--- src/rtl/prm_scan_pkg.sv ---
// prm_scan_pkg: shared definitions for the PRM obstacle scan block.
// Holds the scan FSM state type, the obstacle code width and default sizes.
package prm_scan_pkg;

    // Obstacle voxel code width: one bit per checker input A..O
    localparam int OBS_CODE_W = 15;

    // Default number of roadmap edges served by the checker bank
    localparam int EDGE_NUM_DEF = 32;

    // Default width of the obstacle counter
    localparam int CNT_W_DEF = 16;

    typedef enum logic [1:0] {
        ST_IDLE  = 2'd0,
        ST_SCAN  = 2'd1,
        ST_DRAIN = 2'd2,
        ST_DONE  = 2'd3
    } scan_state_t;

endpackage

--- src/rtl/prm_mask_accum.sv ---
// prm_mask_accum: OR-accumulates edge masks into a blocked-edge vector.
// Clear has priority over enable so a new scan always starts from zero.
module prm_mask_accum #(
    parameter int WIDTH = 32
) (
    input  logic             clk,
    input  logic             rst_n,
    input  logic             clear,
    input  logic             enable,
    input  logic [WIDTH-1:0] mask,
    output logic [WIDTH-1:0] vector
);

    // Sticky OR of every enabled mask since the last clear
    always_ff @(posedge clk or negedge rst_n) begin
        if (!rst_n) begin
            vector <= '0;
        end else if (clear) begin
            vector <= '0;
        end else if (enable) begin
            vector <= vector | mask;
        end
    end

endmodule

--- src/rtl/prm_oblgc_scan.sv ---
// prm_oblgc_scan: streams obstacle voxel codes to an external edge-checker
// bank and ORs the returned edge masks into a blocked-edge result vector.
// Optional build macro PRM_SCAN_CNT_EN adds a saturating obstacle counter;
// without it obs_count is tied to zero and no counter register exists.
module prm_oblgc_scan
    import prm_scan_pkg::*;
#(
    parameter int EDGE_NUM = EDGE_NUM_DEF,
    parameter int CNT_W    = CNT_W_DEF
) (
    input  logic                  clk,
    input  logic                  rst_n,
    input  logic                  start,
    input  logic                  obs_valid,
    output logic                  obs_ready,
    input  logic [OBS_CODE_W-1:0] obs_code,
    input  logic                  obs_last,
    output logic [OBS_CODE_W-1:0] chk_code,
    input  logic [EDGE_NUM-1:0]   chk_mask,
    output logic                  res_valid,
    input  logic                  res_ready,
    output logic [EDGE_NUM-1:0]   res_blocked,
    output logic [CNT_W-1:0]      obs_count
);

    scan_state_t state;
    scan_state_t state_next;
    logic        chk_vld;
    logic        obs_hs;
    logic        scan_clear;

    assign obs_hs = obs_valid & obs_ready;

    // Scan state register
    always_ff @(posedge clk or negedge rst_n) begin
        if (!rst_n) begin
            state <= ST_IDLE;
        end else begin
            state <= state_next;
        end
    end

    // Next-state and handshake outputs; DRAIN waits until the final mask
    // has landed in the accumulator before the result is offered
    always_comb begin
        state_next = state;
        scan_clear = 1'b0;
        obs_ready  = 1'b0;
        res_valid  = 1'b0;
        case (state)
            ST_IDLE: begin
                if (start) begin
                    state_next = ST_SCAN;
                    scan_clear = 1'b1;
                end
            end
            ST_SCAN: begin
                obs_ready = 1'b1;
                if (obs_valid && obs_last) begin
                    state_next = ST_DRAIN;
                end
            end
            ST_DRAIN: begin
                if (!chk_vld) begin
                    state_next = ST_DONE;
                end
            end
            ST_DONE: begin
                res_valid = 1'b1;
                if (res_ready) begin
                    state_next = ST_IDLE;
                end
            end
            default: begin
                state_next = ST_IDLE;
            end
        endcase
    end

    // Register each accepted code toward the checker bank; chk_vld marks
    // the single cycle in which the bank's mask belongs to a fresh code
    always_ff @(posedge clk or negedge rst_n) begin
        if (!rst_n) begin
            chk_code <= '0;
            chk_vld  <= 1'b0;
        end else begin
            chk_vld <= obs_hs;
            if (obs_hs) begin
                chk_code <= obs_code;
            end
        end
    end

    prm_mask_accum #(
        .WIDTH (EDGE_NUM)
    ) u_accum (
        .clk    (clk),
        .rst_n  (rst_n),
        .clear  (scan_clear),
        .enable (chk_vld),
        .mask   (chk_mask),
        .vector (res_blocked)
    );

`ifdef PRM_SCAN_CNT_EN
    logic [CNT_W-1:0] count_q;

    // Saturating count of obstacles accepted in the current scan
    always_ff @(posedge clk or negedge rst_n) begin
        if (!rst_n) begin
            count_q <= '0;
        end else if (scan_clear) begin
            count_q <= '0;
        end else if (obs_hs && (count_q != {CNT_W{1'b1}})) begin
            count_q <= count_q + 1'b1;
        end
    end

    assign obs_count = count_q;
`else
    assign obs_count = '0;
`endif

endmodule
--- config.mk ---
export PLATFORM = sky130hd
export DESIGN_NAME = prm_oblgc_scan
export DESIGN_NICKNAME = d
export VERILOG_FILES = /design/src/rtl/prm_scan_pkg.sv /design/src/rtl/prm_mask_accum.sv /design/src/rtl/prm_oblgc_scan.sv
export SDC_FILE = /design/constraint.sdc
export NUM_CORES = 1
export LEC_CHECK = 0
export BUFFER_PORTS_ARGS = -buffer_cell sky130_fd_sc_hd__buf_4
export CAP_MARGIN = 25
export CORE_MARGIN = 1
export CORE_UTILIZATION = 39
export CTS_CLUSTER_DIAMETER = 120
export DETAILED_ROUTE_END_ITERATION = 6
export GPL_TIMING_DRIVEN = 1
export PLACE_DENSITY = 0.75
export SYNTH_ARGS = -nofsm -noshare
export SYNTH_HDL_FRONTEND = slang
export SYNTH_SLANG_ARGS = --single-unit
--- constraint.sdc ---
create_clock -name clk -period 1.5 [get_ports clk]
set_input_delay 0.3 -clock clk [delete_from_list [all_inputs] [get_ports clk]]
set_output_delay 0.3 -clock clk [all_outputs]
set_load 0.02 [all_outputs]
* Word level (Yosys, flattened, before mapping)
Cells that the tools add are included.
** Word-level totals
- Register bits :: 50
- Input bits :: 53
- Output and inout port bits :: 65
** Operators by class
- Eq/ne operators :: 7
- Multiplexer cells :: 11
- Bitwise logic cells :: 2
- Reductions and logical operators :: 4
** Operator list (number)
- 32-bit two-way mux :: 2
- 32-bit OR :: 1
- 2-bit two-way mux :: 4
- 2-bit != test (second input constant) :: 4
- 2-bit one-hot mux with 4 select lines :: 1
- 2-bit equality test (second input constant) :: 2
- 1-bit two-way mux :: 4
- 4-bit AND reduction :: 1
- 2-bit by 1-bit equality test with 1-bit output (second input constant) :: 1
- 2-bit logical NOT :: 1
- 2-bit nonzero test :: 1
- 1-bit AND :: 1
- 1-bit logical AND :: 1

* Depth between registers and ports, before layout
- Depth after elaboration :: 3
- Gate-level depth with buffers :: 6

* Cells and area by module
From an unflattened synthesis, not the netlist that was laid out.
** Second synthesis, totals
- Cell total of the unflattened synthesis :: 169
- Area, all modules :: 2006.9 sq um
** Modules (own cells, without submodules)
- prm_mask_accum :: instances 1, cells each 102, area an instance 1129.8 sq um
- prm_oblgc_scan :: instances 1, cells each 67, area an instance 877.1 sq um

* Worst setup path before layout
Ideal clock, no wire load.
- Kind :: reg-to-reg
- From :: register state[0]
- To :: register state[1]
- Library setup time :: 125 ps
- Data arrival time :: 1523 ps
- Required time :: 1375 ps
- Slack :: -148 ps
- Cell stages (with the launch flop) :: 5
- Clock period less this slack :: 1648 ps
- Cell sequence :: dfrtp_1 -> ha_1 -> nor2b_1 -> a2111o_1 -> mux2_4
** On the way
- Cells in the longest elaborated chain, start to end :: 3
- Elaborated cells between the ends (all ways) :: 10
- Classes of those cells :: eq/ne (7); mux (1); reduce/logical (2)
** Ends and longest elaborated chain
- from (decl) :: line prm_oblgc_scan.sv:26 : scan_state_t state;
- from (signal assigned) :: line prm_oblgc_scan.sv:39 : state <= state_next;
- 2-bit by 1-bit equality test with 1-bit output (tied with other cells) :: line prm_oblgc_scan.sv:50 : case (state)
- 2-bit != test (no source line)
- 4-bit AND reduction (no source line)
Parallel ways exist; a longest one is shown, timed or not.
A chain may end at the register's enable or synchronous reset.

* Worst setup path in the final report
Ends and elaborated chain as after synthesis.

==> flow_metrics.env <==
export IMPL_status="finished, violations left"
export IMPL_violations="negative setup slack"
export IMPL_numCtsBuffers=5
export IMPL_synth_area_mm2=0.00200
export IMPL_setup_viol=1
export IMPL_ant_nets=0
export IMPL_synth_top_area_share_pct=62.7
export IMPL_fillers=418
export IMPL_min_period_ns=1.59
export IMPL_crit_chain="inv_2, ha_2, nor2b_1, a2111o_1, mux2_4"
export IMPL_ys_seq_elements=50
export IMPL_dpl_hpwl_um=3070
export IMPL_start_kind="flip-flop"
export IMPL_fin_nets=333
export IMPL_grt_usage_pct=16.1
export IMPL_die_w_um=73.5
export IMPL_grt_max_degree=51
export IMPL_synth_cell_types=18
export IMPL_fin_cells=344
export IMPL_required_ns=1.68
export IMPL_end_kind="flip-flop"
export IMPL_grt_overflow=0
export IMPL_grt_pass1_wl_um=6470
export IMPL_htreeDepth=2
export IMPL_core_mm2=0.00482
export IMPL_antenna_found_initial=0
export IMPL_dieArea_mm2=0.00541
export IMPL_cts_hold_buf=0
export IMPL_crit_slowest_cell="dfrtp_2"
export IMPL_yosysSeqAreaShare_pct=62.7
export IMPL_clkLatencyLatePin_ns=0.29
export IMPL_fin_setup_tns_ns=-0.0903
export IMPL_fin_skew_ns=0.00613
export IMPL_holdWs_ns=0.0205
export IMPL_leakagePower_nw=1.54
export IMPL_synth_warning_count=0
export IMPL_dp_cells=336
export IMPL_rsz0062_at_grt="true"
export IMPL_path_buf_inv=1
export IMPL_wl_per_cell_um=12.0
export IMPL_vias=1564
export IMPL_peakVddDrop_v=0.00115
export IMPL_initial_core_util_pct=41.4
export IMPL_power_w=0.00634
export IMPL_synthTopCellsByArea="dfrtp_1, mux2_2, a21oi_1, buf_4, nor2_1"
export IMPL_cts_sinks=50
export IMPL_cts_tree="yes"
export IMPL_clk_pin_slew_ns=0.09
export IMPL_max_freq_mhz=629
export IMPL_row_count=25
export IMPL_synth_cells=171
export IMPL_numPortBuffers=101
export IMPL_grt_pass1_vias=1567
export IMPL_crit_type="flip-flop to flip-flop"
export IMPL_hold_viol_final=0
export IMPL_hold_class="input port to asynchronous set/reset pin"
export IMPL_cellPowerDensity_mw_per_mm2=2140
export IMPL_detailedRoute_firstPassIterationCount=4
export IMPL_drv_cap=0
export IMPL_diodes=0
export IMPL_worst_pin_slew_ns=0.614
export IMPL_place_gp_congestion=0.675
export IMPL_layout_drive_gt1_share_pct=50.9
export IMPL_max_slew_margin_rel_pct=59.1
export IMPL_slew_violations=0
export IMPL_ios=118
export IMPL_drc=0
export IMPL_clockBufferDepth=2
export IMPL_crit_fanout=3
export IMPL_critPathMaxStageDelay_ns=0.43
export IMPL_cts_root_buf="clkbuf_8"
export IMPL_cp_top_family="flip-flops"
export IMPL_fin_util_pct=61.6
export IMPL_critPathArrivalTime_ns=1.77
export IMPL_viasPerCell=4.55
export IMPL_setup_slack_ns=-0.0903
export IMPL_area_growth_pct=48.8
export IMPL_drt_iter0_drc=84
export IMPL_synth_top_area_cell="dfrtp_1"
export IMPL_avgSynthCellArea_um2=11.7
export IMPL_period_share_pct=106
export IMPL_die_height_um=73.5
export IMPL_routed_wl_um=4140
==> registers in the layout (all words and copies together) (netlist names) <==
name	flops
u_accum.vector	32
chk_code	15
state	2
chk_vld	1
==> layout by cell type, fill, tap and decap left out, types with 2 or more instances in the layout <==
| cell type | instances |
|---|---|
| dfrtp_2 | 2 |
| inv_2 | 2 |
| mux2_2 | 15 |
| conb_1 | 16 |
| clkbuf_8 | 7 |
| buf_4 | 102 |
| a21oi_1 | 33 |
| dfrtp_1 | 48 |
| buf_12 | 2 |
| ha_4 | 2 |
| nor2_1 | 32 |
| buf_6 | 4 |
==> per-stage QoR <==
stage / cell area [um2] / setup slack (ns)
4_1_cts: 2960 / -0.0949
6_report: 2970 / -0.0903
5_1_grt: 2970 / -0.142
3_3_place_gp: 2850 / -0.0811
2_1_floorplan: 2090 / -0.0661
3_5_place_dp: 2850 / -0.134
==> power breakdown <==
part / switching, W / internal, W
logic: 0.00166 / 0.00152
registers: 0.000348 / 0.00196
clock network: 0.000424 / 0.000423
==> layout make-up <==
class | instances | area, um2 | share of cell area (%)
well taps | 67 | 83.8 | 2.82
flip-flops and latches | 50 | 1250 | 42.2
inverters | 3 | 11.3 | 0.379
repair buffers | 108 | 851 | 28.7
multi-input cells | 108 | 664 | 22.4
clock inverters | 1 | 8.76 | 0.295
clock buffers | 7 | 96.3 | 3.24
==> repair_timing <==
| action | in CTS | in global routing |
|---|---|---|
| buffers inserted | 0 | 0 |
| setup endpoints to repair | 3 | 3 |
| endpoints found under the hold margin | 0 | 0 |
| cloned | 0 | 0 |
| resized for setup | 3 | 2 |
| pin swaps | 1 | 1 |
==> cells in the mapped netlist <==
master and instances:
dfrtp_1 50, a21oi_1 33, nor2_1 32, buf_4 16
mux2_2 15, clkbuf_1 7, ha_1 4, inv_1 3
nor2b_1 2, a2111o_1 1, a21boi_1 1, and2_1 1
buf_2 1, buf_6 1, conb_1 1, mux2_4 1
nand2_1 1, nor4_1 1
==> path summary, 6_finish.rpt <==
path / startpoint / slack, ns / depth (start not counted) / to
worst min register to register: u_accum.vector[1] / 0.50 / 2 / u_accum.vector[1]
worst max-delay path: state[0] / -0.09 / 5 / state[1]
min in group clk: obs_code[13] / 0.23 / 2 / chk_code[13]
worst min-delay path: rst_n / 0.02 / 1 / chk_code[9]
worst max register to register: state[0] / -0.09 / 5 / state[1]
max in group asynchronous: rst_n / 1.04 / 1 / state[0]
==> cell families (layout without fill, tap and decap cells) <==
kind of cell | Yosys count | in the layout | synth area share (%)
AOI/OAI and AO/OA | 35 | 35 | 9.22
DFF | 50 | 50 | 62.7
other | 1 | 16 | 0.188
muxes | 16 | 16 | 9.22
buffers and inverters | 28 | 119 | 8.71
and+or+nand+nor | 37 | 37 | 7.46
adders and majority gates | 4 | 4 | 2.51
==> routing by layer <==
layer | vias to the layer above | track usage, % | routed length, um
li1 | 736 | - | -
met1 | 730 | 16.9 | 1570
met2 | 94 | 28.2 | 2030
met3 | 4 | 6.45 | 502
met4 | 0 | 7.05 | 32
met5 | - | 0 | 0
Note: power is estimated with default switching activity, not from simulation.
